==> config.mk <==
export PLATFORM = sky130hd
export DESIGN_NAME = axi_rd_arbiter
export DESIGN_NICKNAME = d
export VERILOG_FILES = /design/src/rtl/axi_rd_arbiter_pkg.sv /design/src/rtl/axi_rd_arbiter_out_cnt.sv /design/src/rtl/axi_rd_arbiter.sv
export SDC_FILE = /design/constraint.sdc
export NUM_CORES = 1
export LEC_CHECK = 0
export BUFFER_PORTS_ARGS = -buffer_cell sky130_fd_sc_hd__buf_4
export CORE_MARGIN = 4
export CORE_UTILIZATION = 30
export CTS_BUF_LIST = sky130_fd_sc_hd__clkbuf_8
export DETAILED_ROUTE_END_ITERATION = 10
export GPL_TIMING_DRIVEN = 0
export PLACE_DENSITY = 0.76
export REMOVE_ABC_BUFFERS = 1
export SLEW_MARGIN = 15
export SYNTH_ARGS = -nofsm -noshare
export SYNTH_HDL_FRONTEND = slang
export SYNTH_SLANG_ARGS = --single-unit
==> constraint.sdc <==
create_clock -name aclk -period 1.77 [get_ports aclk]
set_input_delay 0.0885 -clock aclk [delete_from_list [all_inputs] [get_ports aclk]]
set_output_delay 0.0885 -clock aclk [all_outputs]
set_load 0.1 [all_outputs]
==> src/rtl/axi_rd_arbiter_pkg.sv <==
// Shared definitions for the AXI read arbiter: fixed AXI IDs per port,
// AR holding-register state encoding and the size-to-arsize mapping.
package axi_rd_arbiter_pkg;

    localparam logic [3:0] ID_INST = 4'd0;
    localparam logic [3:0] ID_DATA = 4'd1;

    typedef enum logic {
        AR_IDLE = 1'b0,
        AR_BUSY = 1'b1
    } ar_state_t;

    function automatic logic [2:0] size_to_arsize(input logic [1:0] size);
        return {1'b0, size};
    endfunction

endpackage

==> src/rtl/axi_rd_arbiter_out_cnt.sv <==
// Per-ID outstanding read counter: saturating up/down, never wraps.
// A simultaneous inc and dec leaves the count unchanged.
module rd_out_cnt #(
    parameter int MAX = 2
) (
    input  logic                         clk,
    input  logic                         rst_n,
    input  logic                         inc,
    input  logic                         dec,
    output logic [$clog2(MAX+1)-1:0]     count,
    output logic                         full,
    output logic                         empty
);

    localparam int CW = $clog2(MAX + 1);
    localparam logic [CW-1:0] CNT_MAX = CW'(MAX);

    assign full  = (count == CNT_MAX);
    assign empty = (count == '0);

    always_ff @(posedge clk) begin
        if (!rst_n) begin
            count <= '0;
        end else if (inc && !dec && !full) begin
            count <= count + 1'b1;
        end else if (dec && !inc && !empty) begin
            count <= count - 1'b1;
        end
    end

endmodule

==> src/rtl/axi_rd_arbiter.sv <==
// Shares one AXI AR/R channel pair between fetch (ID 0) and load (ID 1) ports.
// Loads have priority; a starvation counter forces fetch through periodically.
module axi_rd_arbiter
    import axi_rd_arbiter_pkg::*;
#(
    parameter int MAX_OUT      = 2,
    parameter int STARVE_LIMIT = 4
) (
    input  logic                               aclk,
    input  logic                               aresetn,
    input  logic                               inst_req,
    input  logic [31:0]                        inst_addr,
    input  logic [1:0]                         inst_size,
    output logic                               inst_addr_ok,
    output logic                               inst_data_ok,
    output logic [31:0]                        inst_rdata,
    input  logic                               data_req,
    input  logic [31:0]                        data_addr,
    input  logic [1:0]                         data_size,
    output logic                               data_addr_ok,
    output logic                               data_data_ok,
    output logic [31:0]                        data_rdata,
    input  logic                               wr_pend_valid,
    input  logic [29:0]                        wr_pend_addr,
    output logic [3:0]                         arid,
    output logic [31:0]                        araddr,
    output logic [2:0]                         arsize,
    output logic                               arvalid,
    input  logic                               arready,
    input  logic [3:0]                         rid,
    input  logic [31:0]                        rdata,
    input  logic                               rvalid,
    output logic                               rready,
    output logic                               err_rid,
    output ar_state_t                          dbg_state,
    output logic [$clog2(STARVE_LIMIT+1)-1:0]  dbg_starve,
    output logic [$clog2(MAX_OUT+1)-1:0]       dbg_cnt_inst,
    output logic [$clog2(MAX_OUT+1)-1:0]       dbg_cnt_data
);

    localparam int SW = $clog2(STARVE_LIMIT + 1);
    localparam logic [SW-1:0] STARVE_MAX = SW'(STARVE_LIMIT);

    ar_state_t      state, state_next;
    logic [SW-1:0]  starve;
    logic           full_inst, full_data, empty_inst, empty_data;
    logic           r_hs, rid_inst, rid_data, dec_inst, dec_data, bad_beat;
    logic           can_accept, hazard, inst_elig, data_elig;
    logic           grant_inst, grant_data, grant_any;

    assign r_hs     = rvalid && rready;
    assign rid_inst = (rid == ID_INST);
    assign rid_data = (rid == ID_DATA);
    assign dec_inst = r_hs && rid_inst && !empty_inst;
    assign dec_data = r_hs && rid_data && !empty_data;
    assign bad_beat = r_hs && ((!rid_inst && !rid_data) ||
                               (rid_inst && empty_inst) ||
                               (rid_data && empty_data));

    assign can_accept = (state == AR_IDLE) || (state == AR_BUSY && arready);
    assign hazard     = wr_pend_valid && (data_addr[31:2] == wr_pend_addr);

    // A slot freed by an R beat this cycle can be reused by a grant in the same cycle.
    assign inst_elig = inst_req && (!full_inst || dec_inst);
    assign data_elig = data_req && (!full_data || dec_data) && !hazard;

    assign grant_inst = can_accept && inst_elig && (!data_elig || starve == STARVE_MAX);
    assign grant_data = can_accept && data_elig && !grant_inst;
    assign grant_any  = grant_inst || grant_data;

    assign inst_addr_ok = grant_inst;
    assign data_addr_ok = grant_data;
    assign inst_data_ok = dec_inst;
    assign data_data_ok = dec_data;
    assign inst_rdata   = rdata;
    assign data_rdata   = rdata;
    assign arvalid      = (state == AR_BUSY);

    assign dbg_state  = state;
    assign dbg_starve = starve;

    rd_out_cnt #(.MAX(MAX_OUT)) u_cnt_inst (
        .clk   (aclk),
        .rst_n (aresetn),
        .inc   (grant_inst),
        .dec   (dec_inst),
        .count (dbg_cnt_inst),
        .full  (full_inst),
        .empty (empty_inst)
    );

    rd_out_cnt #(.MAX(MAX_OUT)) u_cnt_data (
        .clk   (aclk),
        .rst_n (aresetn),
        .inc   (grant_data),
        .dec   (dec_data),
        .count (dbg_cnt_data),
        .full  (full_data),
        .empty (empty_data)
    );

    always_comb begin
        state_next = state;
        case (state)
            AR_IDLE: if (grant_any) state_next = AR_BUSY;
            AR_BUSY: if (arready) state_next = grant_any ? AR_BUSY : AR_IDLE;
            default: state_next = AR_IDLE;
        endcase
    end

    always_ff @(posedge aclk) begin
        if (!aresetn) begin
            state   <= AR_IDLE;
            arid    <= '0;
            araddr  <= '0;
            arsize  <= '0;
            rready  <= 1'b0;
            starve  <= '0;
            err_rid <= 1'b0;
        end else begin
            state  <= state_next;
            rready <= 1'b1;
            if (grant_any) begin
                arid   <= grant_data ? ID_DATA : ID_INST;
                araddr <= grant_data ? data_addr : inst_addr;
                arsize <= size_to_arsize(grant_data ? data_size : inst_size);
            end
            if (!inst_req || grant_inst) begin
                starve <= '0;
            end else if (inst_elig && can_accept && starve != STARVE_MAX) begin
                starve <= starve + 1'b1;
            end
            if (bad_beat) begin
                err_rid <= 1'b1;
            end
        end
    end

endmodule

==> results_dict.tcl, run 1 <==
set metrics [dict create \
    status "finished with violations" \
    clock-skew-final_ps 7.55 \
    cts_num_sinks 45 \
    cts_tree "built" \
    syn2layout_area_growth_pct 54.1 \
    required_ps 1960 \
    fin_crit_sh 1.05 \
    drt-total-wl_um 14700 \
    overflow 0 \
    nNetsFinal 594 \
    rrSetupSlack_ps -60 \
    die_area_sq_um 11400 \
    cap_violations 0 \
    grt_max_degree 41 \
    synth_edf_count 0 \
    fin_tns_setup_ps -1800 \
    synth_cells 334 \
    place_ws_ps -643 \
    yosysUniqueCellTypes 40 \
    drt_iter0_markers 119 \
    yosys-top-cells-area "dfxtp_1 (31%), buf_4 (18%), mux2i_1 (12%), xnor2_1 (10%), a21oi_1 (6.1%)" \
    drive_above_1_share 0.543 \
    setup_violations 32 \
    critPathKind "in2reg" \
    avgRoutedWirePerCell_um 25.4 \
    powerDensity_nw_per_um2 807 \
    drc 0 \
    ys_seq_area_frac 0.307 \
    dr.pass1.iters 4 \
    grt_antenna_before_repair 0 \
    vias 2977 \
    core_area_sq_um 9370 \
    crit_chain "buf_4 > xnor2_1 > nand4_1 > nor4_4 > buf_4 > a21o_1 > o21ai_4 > buf_6 > buf_12 > clkbuf_16 > o21ai_1 > a21oi_2" \
    synth_warnings 0 \
    fin_ws_ps -91.0 \
    ant_nets 0 \
    r2r_cells 10 \
    yosys.area.top_type_share 0.307 \
    worst_path_most_repeated_cell "buf_4" \
    r2r-start "u_cnt_data.count[1]" \
    use_met2 0.373 \
    syn_avg_cell_area_sq_um 8.79 \
    grt_usage 0.227 \
    fin_util 0.483 \
    use_met1 0.228 \
    grt_pass1_wl_um 18700 \
    fin_area_sq_um 4530 \
    hold_buffers 0 \
    htreeDepth 2 \
    ir_drop_mv 0.339 \
    crit_path_max_fanout 6 \
    die_h_um 107 \
    vias_per_cell 5.12 \
    synth-seq-cells 45 \
    grt_pass1_vias 2870 \
    reg2reg_to "araddr[27]" \
    endpoint_kind "register" \
    finalCriticalPeriod_ps 1860 \
    post_dp_cell_area_sq_um 3750 \
    rsz0062_at_grt "yes" \
    die_w_um 107 \
    hp-class "in2reg" \
    syn-cell-area_sq_um 2940 \
    violations "negative setup slack" \
    cp_slowest_cell "nor4_4" \
    cts-root-buf "clkbuf_8" \
    fmax_ghz 0.537 \
    yosysTopAreaCell "dfxtp_1" \
    hpwl_um 10500 \
    cp_top_family "buffers and inverters" \
    num_rows 35 \
    leakage_nw 2.10 \
    initial_core_util 0.313 \
    async_flop_share 0 \
    hold_ws_ps 46.8 \
    cts_buffers 5 \
    final_max_slew_viol_count 0 \
    hold_depth 3 \
    gr-usage-met3 0.156 \
    hold_start "inst_addr[10]" \
    hold_path_end "araddr[10]" \
    place_congestion 0.796 \
    hold_viol 0 \
    busiest_layer "met2" \
    io_buffers 158 \
    worstPathArrival_ps 2050 \
    path_clk_slew_ps 90 \
    cp-start-kind "primary input" \
    insertion_delay_ps 300 \
    synthFlopType "dfxtp_1" \
    clk_path_buf_depth 2 \
    critical-path-max-stage-delay_ps 290 \
    critPathBufInv 5 \
    io_pins 259 \
]
-- state kept, by name, summed over array words and instances (netlist names) --
signal	flops
err_rid	1
arvalid	1
u_cnt_data.count	2
u_cnt_inst.count	2
araddr	32
arsize	2
dbg_starve	3
arid	1
rready	1
-- through the flow --
step	power (mW)	std cells
after CTS	3.52	562
after global placement	2.71	539
after detailed placement	2.76	541
final	3.65	581
after global routing	3.80	580
after floorplan	2.27	252
-- per-layer routing --
layer	wire, um	part of all wire	vias up
met5	54	0.0037	-
met4	420	0.028	2
met3	2130	0.14	29
met2	7100	0.48	235
met1	5030	0.34	1393
li1	-	-	1318
-- kinds of logic (layout without fill, tap and decap cells) --
| logic type | Yosys count | in the layout | synth area share |
|---|---|---|---|
| buffers and inverters | 92 | 204 | 0.215 |
| AO/OA/AOI/OAI | 85 | 85 | 0.162 |
| flip-flops | 45 | 45 | 0.307 |
| AND/OR/NAND/NOR | 38 | 40 | 0.0792 |
| multiplexers | 36 | 36 | 0.123 |
| XOR/XNOR | 35 | 35 | 0.104 |
| adder cells (fa/ha/maj) | 2 | 2 | 0.00852 |
| other | 1 | 5 | 0.00128 |
-- layout make-up --
class,count,area (sq um)
Inverter,7,36.3
Fill cell,894,4850
Multi-Input combinational cell,202,1650
Tap cell,129,161
Timing Repair Buffer,190,1670
Clock buffer,6,82.6
Antenna cell,1,2.50
Clock inverter,1,3.75
Sequential cell,45,913
-- power by group --
part | switching (mW) | internal, mW | total (mW)
registers | 0.0653 | 1.11 | 1.17
logic | 1.21 | 0.613 | 1.82
clock network | 0.358 | 0.305 | 0.663
-- worst max-delay path by stage --
| stage | startpoint | slack, ps | to | cells past startpoint |
|---|---|---|---|---|
| final | wr_pend_addr[28] | -90 | araddr[23] | 12 |
| after global routing | wr_pend_addr[28] | -180 | araddr[15] | 12 |
| after CTS | rready | -70 | inst_addr_ok | 7 |
| after detailed placement | wr_pend_addr[20] | -640 | u_cnt_data.count[1] | 8 |
| after global placement | rid[1] | -3580 | dbg_starve[2] | 8 |
| after floorplan | rready | -3770 | arid[0] | 6 |
-- repair_timing --
action	in CTS	in global routing
endpoints found under the setup margin	43	40
gates resized for setup	22	60
pin swaps	4	8
gates cloned	3	8
buffers inserted	11	11
-- synthesized netlist by cell type, drive strengths merged (2+ instances only) --
master,instances
o21ai,38
a21oi,37
buf,78
mux2i,36
a31oi,2
dfxtp,45
nor2,10
xnor2,34
nand4,8
nand3,3
ha,2
inv,7
clkbuf,7
nand2,5
nor4,4
nor3,3
-- layout by cell type, fill, tap and decap left out, types with 7 or more instances in the layout --
cell type | Yosys | final
dfxtp_1 | 45 | 41
a21oi_1 | 36 | 21
nand4_1 | 7 | 7
buf_4 | 72 | 169
a21oi_2 | 0 | 15
xnor2_1 | 34 | 33
o21ai_1 | 30 | 27
nor2_1 | 10 | 9
buf_12 | 0 | 7
mux2i_1 | 36 | 36
-- worst min-delay path, cell delays in order --
cell and delay [ps]:
buf_4 80, o21ai_2 50, a21oi_2 90
(Power assumes the default switching activity.)
==> inputs of run 2 (changes only) <==
--- a/config.mk
+++ b/config.mk
@@ -5,13 +5,14 @@
 export SDC_FILE = /design/constraint.sdc
 export NUM_CORES = 1
 export LEC_CHECK = 0
+export ABC_CLOCK_PERIOD_IN_PS = 1770
 export BUFFER_PORTS_ARGS = -buffer_cell sky130_fd_sc_hd__buf_4
-export CORE_MARGIN = 4
-export CORE_UTILIZATION = 30
+export CORE_AREA = 4 4 97 99
 export CTS_BUF_LIST = sky130_fd_sc_hd__clkbuf_8
 export DETAILED_ROUTE_END_ITERATION = 10
+export DIE_AREA = 0 0 101 103
 export GPL_TIMING_DRIVEN = 0
-export PLACE_DENSITY = 0.76
+export PLACE_DENSITY = 0.84
 export REMOVE_ABC_BUFFERS = 1
 export SLEW_MARGIN = 15
 export SYNTH_ARGS = -nofsm -noshare
==> run 2 against run 1 <==
The flow still finishes with violations (negative setup slack). Clock power decreased by 4.1%. Wire length decreased by 5.8%. Combinational power decreased by 5%. Power decreased by 3.6%. Sequential power about the same. Clock skew increased by 4.4 ps. Critical path depth decreased by 6. Via count decreased by 4.4%. Cell area decreased by 6.0%. Global-route usage increased by 1.9 points. Core utilization increased by 1.5 points. Highest routed layer unchanged.
==> results_dict.tcl, run 2 (same netlist as run 1, synthesis figures left out) <==
set metrics [dict create \
    insertion_delay_ps 300 \
    hpwl_um 10700 \
    fmax_ghz 0.551 \
    initial_core_util 0.343 \
    hold_ws_ps 46.1 \
    top_register "araddr" \
    core_area_sq_um 8550 \
    violations "negative setup slack" \
    vias_per_cell 5.18 \
    grt_max_degree 41 \
    final_cell_mix "buf_4 (170), dfxtp_1 (42), mux2i_1 (36)" \
    gr-usage-met3 0.185 \
    avgRoutedWirePerCell_um 25.2 \
    syn2layout_area_growth_pct 44.9 \
    fin_util 0.498 \
    drt-total-wl_um 13900 \
    endpoint_kind "output pin" \
    p_total_mw 3.52 \
    hold_viol 0 \
    die_area_sq_um 10400 \
    crit_path_max_fanout 6 \
    io_pins 259 \
    cp_top_family "compound AO/OA/AOI/OAI gates" \
    largest_register_ffs 32 \
    grt_usage 0.246 \
    cts_tree "built" \
    cts_num_sinks 45 \
    required_ps 1680 \
    drive_above_1_share 0.500 \
    num_rows 34 \
    path_clk_slew_ps 100 \
    dr.pass1.iters 6 \
    cts_buffers 5 \
    critical-path-max-stage-delay_ps 350 \
    cp-start-kind "register" \
    leakage_nw 1.99 \
    finalCriticalPeriod_ps 1820 \
    crit_chain "nor2b_4 > a21bo_4 > a21o_1 > o21ai_4 > inv_2 > buf_12" \
    nNetsFinal 584 \
    setup_violations 12 \
    critPathKind "reg2out" \
    worstPathArrival_ps 1730 \
    dp_cells 520 \
    ant_nets 0 \
    final_cells 550 \
    busiest_layer "met2" \
    grt_antenna_before_repair 2 \
    n_antenna_cell 0 \
    drc 0 \
    use_met1 0.270 \
    grt_pass1_wl_um 18400 \
    die_w_um 101 \
    cap_violations 0 \
    cts-root-buf "clkbuf_8" \
    hold_buffers 0 \
    drt_iter0_markers 104 \
    io_buffers 158 \
    grt_pass1_vias 2787 \
    status "finished with violations" \
    hp-class "in2reg" \
    final_common_cell "buf_4" \
    vias 2847 \
    rsz0062_at_grt "yes" \
    cp_slowest_cell "dfxtp_4" \
    powerDensity_nw_per_um2 828 \
    overflow 0 \
    critPathBufInv 2 \
    fin_tns_setup_ps -125 \
    tightest_slew_ps 523 \
    place_congestion 0.857 \
    ir_drop_mv 0.416 \
    use_met2 0.374 \
    fin_ws_ps -46.2 \
    htreeDepth 2 \
    die_h_um 103 \
    clock-skew-final_ps 12.0 \
    slew_headroom 0.651 \
    fin_crit_sh 1.03 \
    clk_path_buf_depth 2 \
    final_max_slew_viol_count 0 \
]
## run 2: metal layers
metal  share of wire  wire length (um)
met2            0.44              6110
met5          0.0080               111
met3            0.16              2290
met1            0.37              5070
met4           0.022               300
## run 2: what timing repair did
item                                    CTS  global route
gates resized for setup                  27            25
hold endpoints to repair                  0             0
buffers inserted                         11             7
pin swaps                                 6             5
endpoints found under the setup margin   43            35
cloned                                    2             3
## run 2: worst register-to-register path, cell delays in order (launching register included)
cell       delay (ps)
dfxtp_4           350
nor2b_4           130
a21bo_4           220
a21o_1            190
o21ai_4           270
buf_6             200
clkbuf_16         160
o21ai_1            70
a21oi_1           130
## run 2: per-stage QoR
stage	setup WS, ps	instance area (sq um)
finish	-46.2	4250
global route	-116	4250
CTS	-35.0	4080
detailed placement	-540	3730
global placement	-3580	3660
floorplan	-3770	2340
## run 2: power breakdown
part           leakage [nW]  switching (mW)  total (mW)  internal (mW)
registers             0.374          0.0620        1.17           1.11
clock network        0.0491           0.367       0.636          0.269
logic                  1.57            1.16        1.72          0.556
## run 2: path summary, 6_finish.rpt
kind	slack, ps	end	depth (start not counted)	from
setup / recovery	-50	inst_addr_ok	6	u_cnt_data.count[1]
hold / removal	50	araddr[17]	3	inst_addr[17]
setup reg to reg	-10	araddr[21]	8	u_cnt_data.count[1]
hold reg to reg	490	err_rid	1	err_rid
## run 2: area by class of cell
cell class | instances | area (sq um)
timing repair buffer | 181 | 1480
multi-input combinational | 201 | 1620
inverter | 7 | 26.3
sequential | 45 | 912
fill | 812 | 4300
clock buffer | 5 | 68.8
tap | 108 | 135
clock inverter | 3 | 13.8
